[src/rtl/ibex_multdiv_arbiter.sv]
// Shares one multiplier/divider between two requesters: round-robin grant in IDLE,
// watchdog-protected unit wait, and a held response until the owner accepts it.
module ibex_multdiv_arbiter #(
  parameter int unsigned WDOG_CYCLES = 40
) (
  input  logic        clk_i,
  input  logic        rst_i,
  input  logic        req0_valid_i,
  output logic        req0_ready_o,
  input  logic [1:0]  req0_operator_i,
  input  logic [1:0]  req0_signed_mode_i,
  input  logic [31:0] req0_op_a_i,
  input  logic [31:0] req0_op_b_i,
  input  logic        req1_valid_i,
  output logic        req1_ready_o,
  input  logic [1:0]  req1_operator_i,
  input  logic [1:0]  req1_signed_mode_i,
  input  logic [31:0] req1_op_a_i,
  input  logic [31:0] req1_op_b_i,
  output logic        rsp0_valid_o,
  input  logic        rsp0_ready_i,
  output logic [31:0] rsp0_result_o,
  output logic        rsp0_err_o,
  output logic        rsp1_valid_o,
  input  logic        rsp1_ready_i,
  output logic [31:0] rsp1_result_o,
  output logic        rsp1_err_o,
  output logic        mult_en_o,
  output logic        div_en_o,
  output logic [1:0]  operator_o,
  output logic [1:0]  signed_mode_o,
  output logic [31:0] op_a_o,
  output logic [31:0] op_b_o,
  input  logic        unit_valid_i,
  input  logic [31:0] unit_result_i,
  output logic        busy_o
);

  localparam int unsigned WDW = $clog2(WDOG_CYCLES + 1);

  typedef enum logic [1:0] {IDLE, BUSY, RESP, DRAIN} state_e;

  state_e      state_q, state_d;
  logic        ptr_q, ptr_d;
  logic        owner_q, owner_d;
  logic [1:0]  operator_q, operator_d;
  logic [1:0]  signed_q, signed_d;
  logic [31:0] op_a_q, op_a_d;
  logic [31:0] op_b_q, op_b_d;
  logic [31:0] result_q, result_d;
  logic        err_q, err_d;
  logic [WDW-1:0] wdog_q, wdog_d;

  logic grant_id;
  logic accept;
  logic active;
  logic owner_rsp_rdy;

  assign active = !rst_i;

  // ptr_q holds the last winner; on a tie the other requester goes next.
  always_comb begin
    grant_id = req1_valid_i;
    if (req0_valid_i && req1_valid_i) begin
      grant_id = !ptr_q;
    end
  end

  assign req0_ready_o  = active && (state_q == IDLE) && req0_valid_i && !grant_id;
  assign req1_ready_o  = active && (state_q == IDLE) && req1_valid_i && grant_id;
  assign accept        = req0_ready_o || req1_ready_o;
  assign owner_rsp_rdy = owner_q ? rsp1_ready_i : rsp0_ready_i;

  always_comb begin
    state_d    = state_q;
    ptr_d      = ptr_q;
    owner_d    = owner_q;
    operator_d = operator_q;
    signed_d   = signed_q;
    op_a_d     = op_a_q;
    op_b_d     = op_b_q;
    result_d   = result_q;
    err_d      = err_q;
    wdog_d     = wdog_q;
    case (state_q)
      IDLE: begin
        if (accept) begin
          owner_d    = grant_id;
          ptr_d      = grant_id;
          operator_d = grant_id ? req1_operator_i    : req0_operator_i;
          signed_d   = grant_id ? req1_signed_mode_i : req0_signed_mode_i;
          op_a_d     = grant_id ? req1_op_a_i        : req0_op_a_i;
          op_b_d     = grant_id ? req1_op_b_i        : req0_op_b_i;
          wdog_d     = '0;
          state_d    = BUSY;
        end
      end
      BUSY: begin
        wdog_d = wdog_q + WDW'(1);
        // A completion in the terminal-count cycle still counts as success.
        if (unit_valid_i) begin
          result_d = unit_result_i;
          err_d    = 1'b0;
          state_d  = RESP;
        end else if (wdog_q == WDW'(WDOG_CYCLES - 1)) begin
          result_d = 32'hFFFF_FFFF;
          err_d    = 1'b1;
          state_d  = DRAIN;
        end
      end
      DRAIN: begin
        state_d = RESP;
      end
      RESP: begin
        if (owner_rsp_rdy) begin
          state_d = IDLE;
        end
      end
      default: begin
        state_d = IDLE;
      end
    endcase
  end

  always_ff @(posedge clk_i) begin
    if (rst_i) begin
      state_q    <= IDLE;
      ptr_q      <= 1'b1;
      owner_q    <= 1'b0;
      operator_q <= 2'b00;
      signed_q   <= 2'b00;
      op_a_q     <= 32'h0;
      op_b_q     <= 32'h0;
      result_q   <= 32'h0;
      err_q      <= 1'b0;
      wdog_q     <= '0;
    end else begin
      state_q    <= state_d;
      ptr_q      <= ptr_d;
      owner_q    <= owner_d;
      operator_q <= operator_d;
      signed_q   <= signed_d;
      op_a_q     <= op_a_d;
      op_b_q     <= op_b_d;
      result_q   <= result_d;
      err_q      <= err_d;
      wdog_q     <= wdog_d;
    end
  end

  // Outputs are forced quiet while reset is held so an aborted op never leaks.
  assign busy_o        = active && (state_q != IDLE);
  assign mult_en_o     = active && (state_q == BUSY) && !operator_q[1];
  assign div_en_o      = active && (state_q == BUSY) && operator_q[1];
  assign operator_o    = active ? operator_q : 2'b00;
  assign signed_mode_o = active ? signed_q : 2'b00;
  assign op_a_o        = active ? op_a_q : 32'h0;
  assign op_b_o        = active ? op_b_q : 32'h0;

  assign rsp0_valid_o  = active && (state_q == RESP) && !owner_q;
  assign rsp1_valid_o  = active && (state_q == RESP) && owner_q;
  assign rsp0_result_o = result_q;
  assign rsp1_result_o = result_q;
  assign rsp0_err_o    = err_q;
  assign rsp1_err_o    = err_q;

endmodule

[config.mk]
export PLATFORM = sky130hd
export DESIGN_NAME = ibex_multdiv_arbiter
export DESIGN_NICKNAME = d
export VERILOG_FILES = /design/src/rtl/ibex_multdiv_arbiter.sv
export SDC_FILE = /design/constraint.sdc
export NUM_CORES = 1
export LEC_CHECK = 0
export CAP_MARGIN = 25
export CORE_ASPECT_RATIO = 0.8
export CORE_UTILIZATION = 43
export DETAILED_ROUTE_END_ITERATION = 16
export PLACE_DENSITY = 0.87
export SLEW_MARGIN = 20
export SYNTH_ARGS = -nofsm -noshare
export SYNTH_HDL_FRONTEND = slang
export SYNTH_SLANG_ARGS = --single-unit
export TNS_END_PERCENT = 30
[constraint.sdc]
create_clock -name clk_i -period 3.63 [get_ports clk_i]
set_clock_uncertainty 0.2 [all_clocks]
set_input_delay 0.363 -clock clk_i [delete_from_list [all_inputs] [get_ports clk_i]]
set_output_delay 0.363 -clock clk_i [all_outputs]
set_load 0.1 [all_outputs]
==> metrics <==
result of the run=completed; Clock Pin Slew Worst Setup and Hold Paths=70 ps; TritonCTS clock tree=done; min-delay src=rst_i; Die Y-Extent=around 110 um; crit path time final=2860 ps; reported max-cap violation count=0; mean instance size in the synthesized netlist=7.91 um2; worst vdd rail ir drop=219 uV; met2 global-route usage=0.454; unrepaired setup endpoints after global routing=false; total clock buffers created by CTS=9; post-route ant nets=0; router iterations before antenna repair=5; Initial Util=0.449; synthesized instance count=747; die width=133 um; final wirelength=19.2 mm; final number of max-transition violations=0; area of the placeable core=about 13000 um2; slack of the worst reg-to-reg path=1410 ps; total of hold buffers inserted after clock tree synthesis=0; normalized max-slew margin=0.319; Clock Root Buffer=sky130_fd_sc_hd__clkbuf_16; vias in the first global route=5943; power after layout=3.88 mW; number of antenna violations at the first check in global routing=0; GRT Util Overall=0.262; standard cell area after detailed placement=approximately 8700 um2; overall via count from detail_route=6283; number of diodes added for antenna fixing=0; Reg2Reg Launch Point=wdog_q[0]; most used routing layer in global routing=met2; Final Hold Viols=0; highest clock rate=350 MHz; setup_tns=0 ps; Worst Setup Path Type=register to output pin; Critical Path Source Type=register; number of levels the H-tree was split into=3; maximum buffer depth of the clock tree=2; Die Area=~14000 um2; final core utilization=0.684; post-CTS setup buffer count=0; fill count=1101; count of input and output buffers=approximately 320; end point of the most critical hold path=wdog_q[2]; pin count of the biggest net entering global routing=84; number of clock sinks seen by CTS=111; depth of the worst register-to-register path=5; Least-Margin Pin Slew=1020 ps; part of the cycle the worst path needs=0.787; Synthesized Nets=923; ratio of cells with drive above 1 in the final layout=0.138; first-pass GRT wire length=between 20 and 30 mm; Final setup violation count=0; global placement routability congestion=0.866; end of the worst register-to-register path=rsp0_result_o[9]; Min-Delay Path Class=input port to register; Skew-Pair Late Insertion Delay=between 300 and 400 ps; register area share after synthesis=0.376; final worst slack=~770 ps; kind of end point of the critical path=output pin; distinct cell type count of the synthesized netlist=40; Static Leakage=~3.4 nW; critical path required time=~3000 ps; num rows=37; # resized after CTS=0; final non-filler cell area=approximately 9000 um2; # IOs=316; async set or reset register ratio after synthesis=0; area of the mapped netlist=5910 um2; aggregate global routing overflow=0; HPWL Detailed=13.5 mm; number of flops mapped to enable cells by yosys=0; Main synth FF type=sky130_fd_sc_hd__dfxtp_1; data arrival time of the critical path=2300 ps; Total Nets Final=1157; drt wl/cell=16.6 um; Initial DRC Count=about 350; number of register bits inferred by synthesis=111; hold path cells=2; cell area power density=roughly 430 nW/um2; Global Route met3 Usage=0.0681; total DRC errors in the routed layout=0; DR vias/cell=5.42; Syn-to-layout area delta=52.1%; total number of yosys warnings=0; DP Worst Slack=1100 ps; worst-path maximum fanout=70; met1 layer usage reported by global route=0.316
## layout by cell type, fill, tap and decap left out, types with 2 or more instances in the layout
master,instances
sky130_fd_sc_hd__buf_12,2
sky130_fd_sc_hd__mux2i_1,3
sky130_fd_sc_hd__a2111oi_0,2
sky130_fd_sc_hd__clkbuf_16,9
sky130_fd_sc_hd__clkinv_2,3
sky130_fd_sc_hd__buf_4,89
sky130_fd_sc_hd__a211oi_1,34
sky130_fd_sc_hd__a311oi_1,48
sky130_fd_sc_hd__nand2_1,139
sky130_fd_sc_hd__o32ai_1,2
sky130_fd_sc_hd__dfxtp_1,111
sky130_fd_sc_hd__a21oi_1,70
sky130_fd_sc_hd__clkbuf_8,2
sky130_fd_sc_hd__nor2_1,73
sky130_fd_sc_hd__a31oi_1,2
sky130_fd_sc_hd__nor2b_1,70
sky130_fd_sc_hd__a311oi_2,20
sky130_fd_sc_hd__nor3_1,2
sky130_fd_sc_hd__and2_1,2
sky130_fd_sc_hd__nand3_1,3
sky130_fd_sc_hd__nand2b_1,2
sky130_fd_sc_hd__inv_1,2
sky130_fd_sc_hd__clkdlybuf4s50_1,239
sky130_fd_sc_hd__o21bai_1,32
sky130_fd_sc_hd__o21ai_0,4
## worst max path at each step
stage / startpoint / to / slack, ps / cells past startpoint
floorplan: state_q[1] / rsp1_valid_o / -510 / 3
global placement: req0_valid_i / op_b_q[31] / 760 / 5
detailed placement: req0_valid_i / op_b_q[27] / 1100 / 5
CTS: state_q[1] / req0_ready_o / 750 / 4
global route: state_q[1] / req0_ready_o / 660 / 4
finish: state_q[1] / req0_ready_o / 770 / 4
## sequential cells by signal, summed over array words and instances (netlist names)
register       flops
op_a_q            32
op_b_q            32
rsp0_result_o     32
wdog_q             6
operator_q         2
signed_q           2
state_q            2
owner_q            1
ptr_q              1
rsp0_err_o         1
## kinds of logic (layout without fill, tap and decap cells)
| logic type | count (synthesis) | after routing | share of synthesized area |
|---|---|---|---|
| adders and majority gates | 1 | 1 | 0.00212 |
| DFF | 111 | 111 | 0.376 |
| AOI/OAI and AO/OA | 219 | 219 | 0.284 |
| and+or+nand+nor | 303 | 303 | 0.235 |
| muxes | 3 | 3 | 0.00508 |
| buffers and inverters | 110 | 348 | 0.0976 |
## per-stage QoR
step                      instances  hold WS [ps]
after floorplan                 747           284
after global placement         1145           301
after detailed placement       1145           310
after CTS                      1160           213
after global routing           1160           252
final                          1160           248
## power by group
part	leakage [nW]	switching, mW	total (mW)	internal (mW)
clock network	0.151	0.437	1.00	0.566
registers	0.912	0.0701	1.39	1.32
logic	2.34	1.02	1.49	0.472
total	3.41	1.53	3.88	2.36
## per-layer routing
layer / wire length, um / vias up / share of wire
met5: 0 / - / 0
met4: 463 / 0 / 0.024
met3: 1530 / 39 / 0.080
met2: 9490 / 286 / 0.49
met1: 7720 / 2912 / 0.40
li1: - / 3046 / -
## cell usage after synthesis, types with 4 or more instances
library cell | n | area, um2
sky130_fd_sc_hd__a211oi_1 | 34 | 255
sky130_fd_sc_hd__a21oi_1 | 70 | 350
sky130_fd_sc_hd__a311oi_1 | 48 | 420
sky130_fd_sc_hd__a311oi_2 | 20 | 300
sky130_fd_sc_hd__buf_1 | 4 | 15.0
sky130_fd_sc_hd__buf_2 | 14 | 70.1
sky130_fd_sc_hd__buf_4 | 33 | 248
sky130_fd_sc_hd__clkbuf_1 | 54 | 203
sky130_fd_sc_hd__dfxtp_1 | 111 | 2220
sky130_fd_sc_hd__nand2_1 | 139 | 522
sky130_fd_sc_hd__nor2_1 | 73 | 274
sky130_fd_sc_hd__nor2b_1 | 71 | 444
sky130_fd_sc_hd__o21ai_0 | 4 | 20.0
sky130_fd_sc_hd__o21bai_1 | 32 | 240
## cell type report
type,count,area [um2],share of cell area
clock inverters,4,45.0,0.00501
inverters,2,7.51,0.000835
flip-flops and latches,111,2220,0.247
repair buffers,331,3110,0.346
clock buffers,11,253,0.0281
multi-input cells,526,3130,0.348
well taps,175,219,0.0244
## worst max-delay path: stages (launching register included)
cell                      delay (ps)
sky130_fd_sc_hd__dfxtp_1         490
sky130_fd_sc_hd__nor3_4          270
sky130_fd_sc_hd__buf_4           620
sky130_fd_sc_hd__and3_1          360
sky130_fd_sc_hd__buf_12          200
No activity file was read; power rests on OpenSTA's default activity.
